==> src/rtl/music_sequencer.sv <==
// Song ROM sequencer: steps the ROM address at a fixed tempo and hands each
// fetched note to the tone generator, with pause, restart, loop and end-code.
//
// state   | meaning
// --------+--------------------------------------------------------------
// S_IDLE  | waiting for play, outputs held
// S_FETCH | address stable, ROM registering it
// S_WAIT  | ROM data arrives; sampled on exit
// S_PLAY  | note held for TICKS_PER_BEAT cycles, frozen while play=0
// S_DONE  | song finished, silent until restart or reset
module music_sequencer #(
  parameter int          TICKS_PER_BEAT = 12_500_000,
  parameter int          SONG_LEN       = 200,
  parameter logic [7:0]  END_CODE       = 8'hFF
) (
  input  logic       clk,
  input  logic       rst_n,
  input  logic       play,
  input  logic       restart,
  input  logic       loop_en,
  input  logic [7:0] note_in,
  output logic [7:0] address,
  output logic [7:0] note_out,
  output logic       note_valid,
  output logic       busy,
  output logic       done
);

  localparam int CNT_W = $clog2(TICKS_PER_BEAT);
  localparam logic [CNT_W-1:0] BEAT_LAST = CNT_W'(TICKS_PER_BEAT - 1);
  localparam logic [7:0]       ADDR_LAST = 8'(SONG_LEN - 1);

  localparam logic [2:0] S_IDLE  = 3'd0;
  localparam logic [2:0] S_FETCH = 3'd1;
  localparam logic [2:0] S_WAIT  = 3'd2;
  localparam logic [2:0] S_PLAY  = 3'd3;
  localparam logic [2:0] S_DONE  = 3'd4;

  logic [2:0]       state;
  logic [CNT_W-1:0] beat_cnt;
  logic [7:0]       note_hold;
  logic             beat_last;
  logic             end_hit;

  assign beat_last = (beat_cnt == BEAT_LAST);

  // End of song: terminator read from ROM, or last beat of the last address.
  assign end_hit = ((state == S_WAIT) && (note_in == END_CODE)) ||
                   ((state == S_PLAY) && play && beat_last && (address == ADDR_LAST));

  assign busy = (state == S_FETCH) || (state == S_WAIT) || (state == S_PLAY);
  assign done = (state == S_DONE);

  always_ff @(posedge clk) begin
    if (!rst_n) begin
      state      <= S_IDLE;
      address    <= 8'd0;
      note_out   <= 8'd0;
      note_hold  <= 8'd0;
      note_valid <= 1'b0;
      beat_cnt   <= '0;
    end else begin
      note_valid <= 1'b0;
      if (restart) begin
        address  <= 8'd0;
        beat_cnt <= '0;
        note_out <= 8'd0;
        state    <= play ? S_FETCH : S_IDLE;
      end else if (end_hit) begin
        if (loop_en) begin
          address <= 8'd0;
          state   <= S_FETCH;
        end else begin
          note_out <= 8'd0;
          state    <= S_DONE;
        end
      end else begin
        case (state)
          S_IDLE: begin
            if (play) state <= S_FETCH;
          end
          S_FETCH: begin
            state <= S_WAIT;
          end
          S_WAIT: begin
            note_hold  <= note_in;
            note_out   <= note_in;
            note_valid <= 1'b1;
            beat_cnt   <= '0;
            state      <= S_PLAY;
          end
          S_PLAY: begin
            // Pause silences the output but keeps the note for resume.
            if (!play) begin
              note_out <= 8'd0;
            end else begin
              note_out <= note_hold;
              if (beat_last) begin
                address <= address + 8'd1;
                state   <= S_FETCH;
              end else begin
                beat_cnt <= beat_cnt + CNT_W'(1);
              end
            end
          end
          S_DONE: begin
            state <= S_DONE;
          end
          default: begin
            state <= S_IDLE;
          end
        endcase
      end
    end
  end

endmodule

==> config.mk <==
export PLATFORM = sky130hd
export DESIGN_NAME = music_sequencer
export DESIGN_NICKNAME = d
export VERILOG_FILES = /design/src/rtl/music_sequencer.sv
export SDC_FILE = /design/constraint.sdc
export NUM_CORES = 1
export LEC_CHECK = 0
export ABC_AREA = 1
export ABC_CLOCK_PERIOD_IN_PS = 3900
export CORE_UTILIZATION = 46
export DETAILED_ROUTE_END_ITERATION = 16
export PLACE_DENSITY_LB_ADDON = 0.15
export SLEW_MARGIN = 5
export SYNTH_ARGS = -nofsm -noshare
export SYNTH_HDL_FRONTEND = slang
export SYNTH_SLANG_ARGS = --single-unit
==> constraint.sdc <==
create_clock -name clk -period 3.9 [get_ports clk]
set_clock_uncertainty 0.2 [all_clocks]
set_input_delay 0.39 -clock clk [delete_from_list [all_inputs] [get_ports clk]]
set_output_delay 0.39 -clock clk [all_outputs]
set_load 0.02 [all_outputs]
# Yosys cells after proc, flatten, opt, wreduce, memory -nomap -nowiden
# Cells that the tools add are included.
# totals
regBits	52
latchBits	0
ramBits	0
rom_bits	0
out_inout_bits	19
wordCells	66
n_memories	0
# classes
add_sub_neg	2
multipliers	0
div	0
order_cmp	0
eq_ne	14
shifts	0
mux	21
bitwise_logic	3
n_reduce_logical	20
# op_table
cell	n
$mux W8	8
$mux W24	2
$pmux W24 S2	1
$add A24 B1 Y24 const B	1
$eq A24 B24 Y1 const B	1
$mux W3	6
$eq A8 B8 Y1 const B	2
$pmux W8 S2	1
$pmux W3 S5	1
$ne A4 B4 Y1 const B	3
$add A8 B1 Y8 const B	1
$ne A2 B2 Y1 const B	4
$reduce_and A4 Y1	2
$reduce_bool A2 Y1	4
$eq A3 B2 Y1 const B	2
$reduce_and A3 Y1	2
$logic_and A1 B1 Y1	4
$eq A3 B1 Y1 const B	1
$eq A3 B3 Y1 const B	1
$logic_not A3 Y1	1
$logic_or A1 B1 Y1	3
$not A1 Y1	3
$reduce_bool A3 Y1	1
$reduce_or A3 Y1	1
other kinds (3)	4

# Depth between registers and ports, before layout
# depth
depth_word	7
depth_mapped	14
mapped_depth_nobuf	13

# Worst setup path after synthesis
# OpenSTA, ideal clock, no wires.
# synth_timing
path_kind	register to register
start	register address[0]
end	register address[6]
setup_time_ns	0.115
arrival_ns	1.784
required_time_ns	3.585
path_slack_ns	1.801
stages_incl_launch_ff	14
n_path_buf	1
period_less_slack_ns	2.099
path_cell_list	dfxtp_1 -> ha_1 -> nand2_1 -> inv_1 -> nand3_1 -> nor2_1 -> nand4_1 -> nand2_2 -> nand2_2 -> nand2_1 -> buf_6 -> nand2_1 -> o21ai_1 -> nor2_1
# synth_via
elab_chain_len	5
elab_cells_between_ends	13
# synth_rtl
item	line_no	text
from (decl)	22	output logic [7:0] address,
from (signal assigned)	99	address <= address + 8'd1;
$add A8 B1 Y8 or $eq A8 B8 Y1 (tied branches)	99, 49	
$mux W8 or $logic_and A1 B1 Y1 (tied branches)	98, 49	
$mux W8 or $logic_or A1 B1 Y1 (tied branches)	94, 48	
$mux W8, or another cell as far along	78	case (state)
$mux W8 or $reduce_and A4 Y1 (tied branches)	--	
# Parallel ways exist; a longest one is shown, timed or not. The select of a mux whose other input is x is not followed.
# A chain may end at the register's enable or synchronous reset.

# Final worst setup path
# layout_timing
start	register state[0]
end	register address[6]
# layout_via
elab_chain_len	7
elab_cells_between_ends	13
# layout_rtl
item	line_no	text
from (decl)	39	logic [2:0] state;
from (signal assigned)	68	state <= play ? S_FETCH : S_IDLE;
$eq A3 B2 Y1	49, 78	
$logic_and A1 B1 Y1 (3 in a row)	49	((state == S_PLAY) && play && beat_last && (address == ADDR_LAST));
$logic_or A1 B1 Y1	48	assign end_hit = ((state == S_WAIT) && (note_in == END_CODE)) ||
$ne A2 B2 Y1 (no source line) or $reduce_bool A2 Y1 (tied branches)	--	
$reduce_and A4 Y1 (no source line)	--	
# Parallel ways exist; a longest one is shown, timed or not.

==> impl_metrics.env <==
export IMPL_status="finished clean"
export IMPL_holdBufCountCts=0
export IMPL_dieHeight_um=81.8
export IMPL_drc=0
export IMPL_syn_cell_area_mm2=0.00293
export IMPL_drt_first_pass_iters=4
export IMPL_cts_setup_buffers=0
export IMPL_grt_setup_unrepaired="no"
export IMPL_pwr_share_clk_pct=34.4
export IMPL_syn_inst=445
export IMPL_crit_arrival_ns=2.71
export IMPL_synth_top_cell_area_share_pct=35.6
export IMPL_ys_flop_type="dfxtp_1"
export IMPL_slew_limit_headroom_pct=46.8
export IMPL_end_kind="register"
export IMPL_max_stage_delay_ns=0.65
export IMPL_instances_no_fill=548
export IMPL_slowest_stage="nor2_2"
export IMPL_clock_latency_ns=0.32
export IMPL_p_leak_nw=1.29
export IMPL_cts_tree="done"
export IMPL_grt_pass1_wl_um=11500
export IMPL_p_switching_uw=248
export IMPL_timing_final_crit_period_ns=2.68
export IMPL_place_area_mm2=0.00326
export IMPL_tns_ns=0
export IMPL_drtIter0Drc=143
export IMPL_post_route_util_pct=55.7
export IMPL_syn_area_per_cell_um2=6.58
export IMPL_p_per_area_mw_per_mm2=281
export IMPL_clk_pin_slew_worst_paths_ns=0.10
export IMPL_synth_edf_count=0
export IMPL_synth_top_area_cell="dfxtp_1"
export IMPL_nets=487
export IMPL_yosys_warnings=0
export IMPL_io_pins=32
export IMPL_syn_num_nets=460
export IMPL_required_ns=3.92
export IMPL_ir_worst_vdd_uv=196
export IMPL_drive_gt1_share_pct=7.19
export IMPL_grt_total_usage_pct=22.3
export IMPL_rows=28
export IMPL_yosysUniqueCellTypes=34
export IMPL_yosys_top_cells_area="dfxtp_1 36%, nand2_1 9.6%, nor2_1 8.1%"
export IMPL_fillers=620
export IMPL_share_seq_of_total_power_pct=57.4
export IMPL_drtAntennaViolNets=0
export IMPL_cts_sinks=52
export IMPL_root_buffer="clkbuf_8"
export IMPL_pwr_share_comb_pct=8.1
export IMPL_core_mm2=0.00603
export IMPL_hp_class="register to register"
export IMPL_layout_setup_ws_ns=1.22
export IMPL_r2r_slack_ns=1.22
export IMPL_diodes=0
export IMPL_internal_power_uw=694
export IMPL_vias_per_cell=5.28
export IMPL_fin_area_mm2=0.00335
export IMPL_cts_made_buffers=5
export IMPL_cts_resized=0
export IMPL_die_area_mm2=0.00668
export IMPL_max_freq_ghz=0.373
export IMPL_grt_pass1_vias=2544
export IMPL_seq_area_frac_synth_pct=35.6
export IMPL_post_synth_top_count_cell="nand2_1"
export IMPL_multi_input_area_mm2=0.00156
export IMPL_final_seq_area_mm2=0.00104
export IMPL_crit_type="register to register"
export IMPL_hpwl_um=5100
export IMPL_crit_path_cell_trace="inv_2, nor2_2, inv_1, nor2_1, nand4_1, nand2_1, nand2_1, o21ai_1, nor2_1"
export IMPL_syn_to_final_growth_pct=14.6
export IMPL_synthTopCellsByCount="75 x nand2_1, 63 x nor2_1, 59 x inv_1, 52 x dfxtp_1, 40 x o21ai_0"
export IMPL_totalWireLength_um=6760
export IMPL_cts_max_level=2
export IMPL_final_max_slew_violation_count=0
export IMPL_wire_per_inst_um=12.3
export IMPL_grt_max_degree=24
export IMPL_place_gp_congestion=0.895
export IMPL_max_cap_viol_count=0
export IMPL_place_inst=540
export IMPL_ys_seq_elements=52
export IMPL_hold_viol_final=0
export IMPL_crit_fanout=23
export IMPL_swShare_pct=26.3
export IMPL_port_buffers=31
export IMPL_dr_total_vias=2894
export IMPL_cp_start_kind="register"
export IMPL_overflow=0
export IMPL_setup_viol=0
export IMPL_initial_core_util_pct=48.6
export IMPL_antenna_found_initial=0
export IMPL_place_ws_ns=1.03
export IMPL_worst_pin_slew_ns=0.797
export IMPL_die_w_um=81.8
export IMPL_period_share_pct=68.8
export IMPL_synth_async_sr_flop_share_pct=0
export IMPL_max_clock_path_buffers=2
==> worst max-delay path: cells and delay by family, from the launching register on <==
kind	cells	cell delay (ns)
compound gates	1	0.14
flops	1	0.45
buf+inv	2	0.37
simple gates	6	1.43
==> cell type report <==
type / count / area share (%)
clock buffers: 5 / 2.05
clock inverters: 3 / 0.709
inverters: 65 / 7.57
repair buffers: 31 / 9.25
multi-input cells: 317 / 46.6
well taps: 75 / 2.80
flip-flops and latches: 52 / 31.0
==> path summary, 6_finish.rpt <==
path | startpoint | endpoint | depth (start not counted)
min reg2reg | beat_cnt[3] | beat_cnt[4] | 1
max reg2reg | state[0] | address[6] | 9
max | state[0] | address[6] | 9
min | beat_cnt[3] | beat_cnt[4] | 1
==> power groups by stage <==
stage	combinational, mW	sequential (mW)	clock [mW]
2_1_floorplan	0.0463	0.555	0
3_3_place_gp	0.0761	0.553	0
3_5_place_dp	0.0765	0.553	0
4_1_cts	0.0768	0.541	0.334
5_1_grt	0.0864	0.542	0.353
6_report	0.0766	0.541	0.324
==> state kept, by name (all words and copies together), names as in the netlist <==
| register | count |
|---|---|
| note_hold | 8 |
| note_valid | 1 |
| state | 3 |
| address | 8 |
| note_out | 8 |
| beat_cnt | 24 |
==> layer usage <==
layer,track usage (%),wire (µm),part of all wire [%]
met5,0,0,0
met4,9.12,125,1.8
met1,29.4,3280,49
met2,36.3,3140,46
met3,3.33,216,3.2
==> through the flow <==
step	hold slack, ns	total power, mW
floorplan	0.243	0.601
global placement	0.260	0.629
detailed placement	0.267	0.630
CTS	0.291	0.952
global route	0.305	0.981
finish	0.288	0.942
==> kinds of logic (layout without fill, tap and decap cells) <==
| kind of cell | count (synthesis) | after routing | synth area share, % |
|---|---|---|---|
| simple gates | 226 | 226 | 36.0 |
| compound gates | 89 | 89 | 16.5 |
| buf+inv | 76 | 104 | 11.0 |
| flops | 52 | 52 | 35.6 |
| fa+ha+maj | 2 | 2 | 0.855 |
==> cell usage in the layout (no fill, tap or decap) <==
cell type,Yosys,routed
nor2_2,3,3
clkbuf_8,0,5
clkinvlp_4,0,2
clkdlybuf4s50_1,0,31
o21ai_1,2,2
inv_2,4,4
a31oi_2,1,1
nand3_1,34,34
a31oi_1,9,9
o211a_1,1,1
dfxtp_1,52,52
nor4_1,3,3
nand2_2,7,7
nand2_8,1,1
nand2_1,75,75
o21a_1,2,2
inv_1,59,59
nor3b_1,1,1
a21o_1,1,1
nor2_4,4,4
o21ai_0,40,40
o211ai_1,1,1
nand4_1,12,12
nand2_4,2,2
nor3_1,19,19
ha_1,2,2
nor2_1,63,63
o2111ai_1,1,1
nand3_2,2,2
a21oi_1,31,31
clkinv_4,1,2
inv_6,1,1
(Power assumes the default switching activity.)
